--- src/rtl/hazard_fwd_unit_pkg.sv ---
// Shared encodings for the hazard/forwarding unit: operand-mux selects,
// FSM states and the width of one pipeline-stage tracking entry.
`ifndef DATA_WIDTH
`define DATA_WIDTH 32
`endif

package hazard_fwd_unit_pkg;

  localparam int DATA_W = `DATA_WIDTH;

  localparam logic [1:0] SEL_RF  = 2'b00;
  localparam logic [1:0] SEL_EX  = 2'b01;
  localparam logic [1:0] SEL_MEM = 2'b10;
  localparam logic [1:0] SEL_WB  = 2'b11;

  typedef enum logic {
    ST_IDLE  = 1'b0,
    ST_STALL = 1'b1
  } hz_state_e;

  // Entry layout, MSB to LSB: {valid, rd, reg_write, is_load}.
  localparam int ENTRY_FLAG_W = 3;
  localparam int ENTRY_W      = 5 + ENTRY_FLAG_W;

  function automatic int entry_width(input int reg_addr_w);
    return reg_addr_w + ENTRY_FLAG_W;
  endfunction

endpackage

--- src/rtl/hazard_stage_reg.sv ---
// One pipeline-stage tracking entry. Loading a bubble clears the whole entry,
// which also clears its valid bit.
module hazard_stage_reg #(
  parameter int W = 8
) (
  input  logic         i_clk,
  input  logic         i_rst_n,
  input  logic         i_bubble,
  input  logic [W-1:0] i_entry,
  output logic [W-1:0] o_entry
);

  logic [W-1:0] entry_q;
  logic [W-1:0] entry_d;

  assign entry_d = i_bubble ? '0 : i_entry;

  always_ff @(posedge i_clk or negedge i_rst_n) begin
    if (!i_rst_n) begin
      entry_q <= '0;
    end else begin
      entry_q <= entry_d;
    end
  end

  assign o_entry = entry_q;

endmodule

--- src/rtl/hazard_fwd_unit.sv ---
// Hazard detection and operand forwarding for a 5-stage pipeline.
// Define HAZARD_FWD_EN to forward from EX/MEM/WB; otherwise every hazard stalls.
module hazard_fwd_unit
  import hazard_fwd_unit_pkg::*;
#(
  parameter int REG_ADDR_W = 5,
  parameter int SEL_W      = 2
) (
  input  logic                  i_clk,
  input  logic                  i_rst_n,
  input  logic                  i_id_valid,
  input  logic [REG_ADDR_W-1:0] i_id_rs1,
  input  logic [REG_ADDR_W-1:0] i_id_rs2,
  input  logic                  i_id_rs1_used,
  input  logic                  i_id_rs2_used,
  input  logic [REG_ADDR_W-1:0] i_id_rd,
  input  logic                  i_id_reg_write,
  input  logic                  i_id_is_load,
  input  logic                  i_flush,
  output logic [SEL_W-1:0]      o_fwd_sel_a,
  output logic [SEL_W-1:0]      o_fwd_sel_b,
  output logic                  o_stall
);

  localparam int EW = entry_width(REG_ADDR_W);

  logic [EW-1:0]    id_entry;
  logic [EW-1:0]    ex_q;
  logic [EW-1:0]    mem_q;
  logic [EW-1:0]    wb_q;
  logic             ex_bubble;
  logic             hazard;
  logic [SEL_W-1:0] sel_a;
  logic [SEL_W-1:0] sel_b;
  hz_state_e        state_q;
  hz_state_e        state_d;
  logic             unused_bits;

  assign id_entry  = {i_id_valid, i_id_rd, i_id_reg_write, i_id_is_load};
  assign ex_bubble = !i_id_valid || o_stall || i_flush;

  hazard_stage_reg #(.W(EW)) u_ex (
    .i_clk(i_clk), .i_rst_n(i_rst_n), .i_bubble(ex_bubble),
    .i_entry(id_entry), .o_entry(ex_q)
  );

  hazard_stage_reg #(.W(EW)) u_mem (
    .i_clk(i_clk), .i_rst_n(i_rst_n), .i_bubble(1'b0),
    .i_entry(ex_q), .o_entry(mem_q)
  );

  hazard_stage_reg #(.W(EW)) u_wb (
    .i_clk(i_clk), .i_rst_n(i_rst_n), .i_bubble(1'b0),
    .i_entry(mem_q), .o_entry(wb_q)
  );

  // A stage produces a source only if it is a live writer of that non-x0 register.
  function automatic logic hit(input logic [EW-1:0] e,
                               input logic [REG_ADDR_W-1:0] src,
                               input logic used);
    return used && e[EW-1] && e[1] && (e[EW-2:2] == src) && (e[EW-2:2] != '0);
  endfunction

`ifdef HAZARD_FWD_EN
  function automatic logic [SEL_W-1:0] pick(input logic [EW-1:0] ex,
                                            input logic [EW-1:0] mem,
                                            input logic [EW-1:0] wb,
                                            input logic [REG_ADDR_W-1:0] src,
                                            input logic used);
    if (hit(ex, src, used))       return SEL_W'(SEL_EX);
    else if (hit(mem, src, used)) return SEL_W'(SEL_MEM);
    else if (hit(wb, src, used))  return SEL_W'(SEL_WB);
    else                          return SEL_W'(SEL_RF);
  endfunction
`endif

  always_comb begin
    hazard = 1'b0;
    sel_a  = SEL_W'(SEL_RF);
    sel_b  = SEL_W'(SEL_RF);
`ifdef HAZARD_FWD_EN
    sel_a  = pick(ex_q, mem_q, wb_q, i_id_rs1, i_id_rs1_used);
    sel_b  = pick(ex_q, mem_q, wb_q, i_id_rs2, i_id_rs2_used);
    hazard = ex_q[0] && (hit(ex_q, i_id_rs1, i_id_rs1_used) ||
                         hit(ex_q, i_id_rs2, i_id_rs2_used));
`else
    hazard = hit(ex_q,  i_id_rs1, i_id_rs1_used) || hit(ex_q,  i_id_rs2, i_id_rs2_used) ||
             hit(mem_q, i_id_rs1, i_id_rs1_used) || hit(mem_q, i_id_rs2, i_id_rs2_used) ||
             hit(wb_q,  i_id_rs1, i_id_rs1_used) || hit(wb_q,  i_id_rs2, i_id_rs2_used);
`endif
    if (!i_id_valid) begin
      hazard = 1'b0;
      sel_a  = SEL_W'(SEL_RF);
      sel_b  = SEL_W'(SEL_RF);
    end
  end

  assign o_stall     = hazard && !i_flush;
  assign o_fwd_sel_a = sel_a;
  assign o_fwd_sel_b = sel_b;

  // A stall injects a bubble into EX, so the hazard clears by itself and STALL drops back.
  always_comb begin
    state_d = state_q;
    case (state_q)
      ST_IDLE:  if (o_stall) state_d = ST_STALL;
      ST_STALL: if (i_flush || !o_stall) state_d = ST_IDLE;
      default:  state_d = ST_IDLE;
    endcase
  end

  always_ff @(posedge i_clk or negedge i_rst_n) begin
    if (!i_rst_n) begin
      state_q <= ST_IDLE;
    end else begin
      state_q <= state_d;
    end
  end

  assign unused_bits = ^{ex_q[0], mem_q[0], wb_q[0]};

endmodule

--- config.mk ---
export PLATFORM = sky130hd
export DESIGN_NAME = hazard_fwd_unit
export DESIGN_NICKNAME = d
export VERILOG_FILES = /design/src/rtl/hazard_fwd_unit_pkg.sv /design/src/rtl/hazard_stage_reg.sv /design/src/rtl/hazard_fwd_unit.sv
export SDC_FILE = /design/constraint.sdc
export NUM_CORES = 1
export LEC_CHECK = 0
export ABC_AREA = 1
export CAP_MARGIN = 15
export CORE_ASPECT_RATIO = 0.8
export CORE_UTILIZATION = 52
export DETAILED_ROUTE_END_ITERATION = 6
export HOLD_SLACK_MARGIN = 0.08
export PLACE_DENSITY_LB_ADDON = 0.3
export SYNTH_ARGS = -nofsm -noshare
export SYNTH_HDL_FRONTEND = slang
export SYNTH_HIERARCHICAL = 1
export SYNTH_SLANG_ARGS = --single-unit
--- constraint.sdc ---
create_clock -name i_clk -period 1.55 [get_ports i_clk]
set_input_delay 0.31 -clock i_clk [delete_from_list [all_inputs] [get_ports i_clk]]
set_output_delay 0.31 -clock i_clk [all_outputs]
set_load 0.02 [all_outputs]
Word-level counts from Yosys, hierarchy flattened
Cells that the tools add are included.

Output and inout port bits: 5. Register bits: 24. Word-level logic and storage cells: 48. Input bits: 23.

Mux-type cells: 2. Reduce and logical (&&, ||, !) cells: 37. Equal/unequal tests: 6.

Operators by type and width (count): $eq A5 B5 Y1 (6); $logic_and A1 B1 Y1 (25); $reduce_bool A5 Y1 (3); $mux W8 (1); $logic_or A1 B1 Y1 (7); $logic_not A1 Y1 (2); $mux W1 (1).

Longest topological paths before layout
Depth after elaboration: 14. Mapped depth: 10. Mapped depth without buffers: 10.

Modules after synthesis
The synthesis kept the hierarchy.

Modules (own cells, without submodules): hazard_stage_reg (instances 3, cells each 25, seq. area each 200.2 µm², area an instance 271.5 µm²); hazard_fwd_unit (instances 1, cells each 162, seq. area each 0.0 µm², area an instance 670.6 µm²).

Least setup slack after synthesis
No wires, ideal clock.

Kind: register to output. Start: register u_ex.entry_q[6] (netlist: u_ex/o_entry[6]). End: output port o_stall. Arrival: 1.041 ns. Setup slack: 0.199 ns. Stages on the path, launching flop included: 10. Buffers on the path: 0. Data required time: 1.240 ns. Cells stage by stage: dfrtp_1 -> inv_1 -> nand2_1 -> a21oi_1 -> nand3_1 -> nand2_1 -> nand2_1 -> nand3_2 -> nand2_1 -> inv_1.

Cells in the longest elaborated chain, start to end: 10. Elaborated cells on any way between the ends: 14. Classes of those cells: 2 x eq/ne; 1 x mux; 11 x reduce/logical.

RTL lines: start: declaration (RTL line hazard_stage_reg.sv:13) `logic [W-1:0] entry_q;`; start signal: assignment (RTL line hazard_stage_reg.sv:22) `entry_q <= entry_d;`; $eq A5 B5 Y1 (RTL line hazard_fwd_unit.sv:61) `return used && e[EW-1] && e[1] && (e[EW-2:2] == src) && (e[EW-2:2] != '0);`; $logic_and A1 B1 Y1 (2 in a row) (RTL line hazard_fwd_unit.sv:61); $logic_or A1 B1 Y1 * (2 in a row) (RTL line hazard_fwd_unit.sv:87) `hazard = hit(ex_q, i_id_rs1, i_id_rs1_used) || hit(ex_q, i_id_rs2, i_id_rs2_used) ||`; $logic_or A1 B1 Y1 * (2 in a row) (RTL line hazard_fwd_unit.sv:88) `hit(mem_q, i_id_rs1, i_id_rs1_used) || hit(mem_q, i_id_rs2, i_id_rs2_used) ||`; $logic_or A1 B1 Y1 * (RTL line hazard_fwd_unit.sv:89) `hit(wb_q, i_id_rs1, i_id_rs1_used) || hit(wb_q, i_id_rs2, i_id_rs2_used);`; $mux W1 * (RTL line hazard_fwd_unit.sv:91) `if (!i_id_valid) begin`; $logic_and A1 B1 Y1 * (RTL line hazard_fwd_unit.sv:98) `assign o_stall = hazard && !i_flush;`; end: declaration (RTL line hazard_fwd_unit.sv:22) `output logic o_stall`.

Mark *: on every way between the ends. The rest lies on a longest branch, timed or not.

Worst setup path after layout
Same ends and word-level chain as after synthesis.

==> metrics.md <==
| Metric | Value |
|---|---|
| Violations in the final reports | `setup timing` |
| Clock latency of the later-clocked register in the worst-skew pair | `0.30 ns` |
| Placer Congestion | `0.892` |
| Clock tree root buffer cell | `clkbuf_4` |
| Chain of cells forming the critical path | `buf_4 > nor3_2 > nand3_1 > nand2_2 > nand3_2 > nand2_2 > inv_2 > buf_6` |
| Initial core utilization | `a little under three fifths` |
| Type of the worst setup path | `register to output port` |
| Worst setup path start | `u_ex/o_entry[6]$_DFF_PN0_` |
| Static leakage | `around 1.0 nW` |
| Final min period | `about 1.9 ns` |
| Initial antenna violation count | `0` |
| Clock tree sinks | `21` |
| Drt first pass iters | `5` |
| Worst reg-to-reg setup slack | `-0.25 ns` |
| Highest Clock Rate | `534 MHz` |
| Average wire per standard cell | `10.2 µm` |
| Max incr delay on CP | `0.47 ns` |
| Remaining DRCs | `0` |
| Count of nets left with antenna violations after detail routing | `0` |
| Layout Area Growth over Synthesis | `31.3%` |
| Detailed Place HPWL | `2460 µm` |
| Fillcell total | `220` |
| Category of the worst setup path capture point | `output port` |
| Share of post-route cells with drive strength above 1 | `22.5%` |
| Sum of overflow across all layers after global routing | `0` |
| Startpoint kind of the worst setup timing path | `register` |
| Final instance area | `1820 µm²` |
| Routed via count divided by cell count | `4.61` |
| Part of the cycle the worst path needs | `121%` |
| Height of the chip | `around 48 µm` |
| Net count, final | `between 200 and 300` |
| Clock H-tree levels | `1` |
| Status | `complete, but fails checks` |
| Capturing point of the worst reg2reg path | `u_ex/o_entry[1]$_DFF_PN0_` |
| Layout Cells excl Fill | `307` |
| First DRT Iteration DRCs | `89` |
| Via count of the first global-routing pass | `1090` |
| Total power draw | `1.05 mW` |
| Boundary Pins | `28` |
| RSZ-0062 raised after global routing | `true` |
| Worst r2r src | `u_ex/o_entry[6]$_DFF_PN0_` |
| Max-slew violation count | `0` |
| Total instance count after detailed placement | `298` |
| Storage element area | `around 530 µm²` |
| Slowest library cell on the worst path | `dfrtp_2` |
| Post-route setup slack | `-0.324 ns` |
| Number of buffers inserted by hold repair at cts | `0` |
| Routed wire length | `3130 µm` |
| Post-Synthesis Cell Area | `1390 µm²` |
| Diode insertion count for antenna repair | `0` |
| Total number of vias | `between 1000 and 1500` |
| Number of cells traversed by the worst register-to-register path | `10` |
| Area after detailed placement | `1710 µm²` |
| Multi-input combinational cell area | `662 µm²` |
| Maximum number of buffers from clock root to sink | `2` |
| Pin count of the biggest net entering global routing | `22` |
| Core outline area | `2480 µm²` |
| Number of failing setup endpoints in the final timing report | `8` |
| Cells after Synth | `228` |
| Die outline width | `59.8 µm` |
| First-pass GRT wire length | `about 4600 µm` |
| Post-layout util | `73.4%` |
| Post-synthesis average cell area | `6.09 µm²` |
| Synthesis Warnings | `6` |
| All-Layer GR Usage | `22.7%` |
| Cell with the most instances on the worst path | `nand2_2` |
| I/O Buffers | `22` |
| Count of standard-cell rows | `16` |
| Die area | `2880 µm²` |
| Data arrival time of the critical path | `roughly 1.6 ns` |
| Pre-CTS WS | `-0.922 ns` |
| Worst hold path type | `input pin to async pin` |
| Power density over the cells | `577 nW/µm²` |
| Number of endpoints with negative hold slack in the final report | `0` |
| Clock-pin slew on the worst setup and hold paths | `~0.11 ns` |
| Required arrival time at the worst endpoint | `1.24 ns` |
| Peak supply drop | `0.000597 V` |
| Max cap viols | `0` |
| Worst-case clock skew | `0.00492 ns` |
| Number of clock buffers inserted by TritonCTS | `3` |
| Critical-path maximum fanout | `5` |
| CTS tree | `built` |
## metal layers
layer / track usage [%] / vias up / part of all wire (%)
met2: 38.0 / 46 / 47
met3: 2.39 / 2 / 7.0
met4: 6.98 / 0 / 0.42
li1: - / 737 / -
met5: 0 / - / 0
met1: 31.7 / 631 / 45
## how the worst max path moves through the flow
stage,endpoint,depth (start not counted)
after detailed placement,o_stall,12
final,o_stall,8
after floorplan,o_stall,9
after global routing,o_stall,10
after global placement,o_stall,12
after CTS,o_stall,11
## layout by cell type, fill, tap and decap left out, types with 5 or more instances in the layout
cell type         n
nand3_1          14
inv_2            18
inv_1            31
dlygate4sd2_1    11
dfrtp_1          16
clkdlybuf4s50_1   9
nand2_2           6
nor2_2            5
buf_4            14
buf_6             6
nor2_1           37
dfrtp_2           5
nand2_1          78
conb_1            6
## stage by stage
stage / TNS (ns) / hold slack (ns)
2_1_floorplan: 0 / 0.0144
3_3_place_gp: -3.82 / 0.475
3_5_place_dp: -4.06 / 0.473
4_1_cts: -2.15 / 0.332
5_1_grt: -3.12 / 0.364
6_report: -1.98 / 0.336
## power by group
part / internal [mW] / leakage (nW) / total, mW / switching (mW)
combinational: 0.0934 / 0.746 / 0.214 / 0.121
sequential: 0.563 / 0.280 / 0.581 / 0.0183
clock: 0.0961 / 0.0177 / 0.256 / 0.160
total: 0.753 / 1.04 / 1.05 / 0.299
## critical path: cells and delay by family (launching register included)
family                 cells  cell delay [ns]
AND/OR/NAND/NOR            5             0.50
buffers and inverters      3             0.30
flip-flops                 1             0.47
## state kept, by name (all words and copies together) (netlist names)
| name | count |
|---|---|
| u_wb/o_entry | 7 |
| u_ex/o_entry | 7 |
| u_mem/o_entry | 7 |
## final cells by class
cell class	instances	share of cell area (%)
multi-input combinational	156	36.3
tap	36	2.47
clock buffer	3	1.24
clock inverter	1	0.275
timing repair buffer	41	20.4
sequential	21	29.2
inverter	49	10.1
## repair_timing
action,4_1_cts,5_1_grt
setup buffers,4,2
pin swaps,10,6
endpoints found under the setup margin,8,8
resized for setup,27,24
Note: power is estimated with default switching activity, not from simulation.
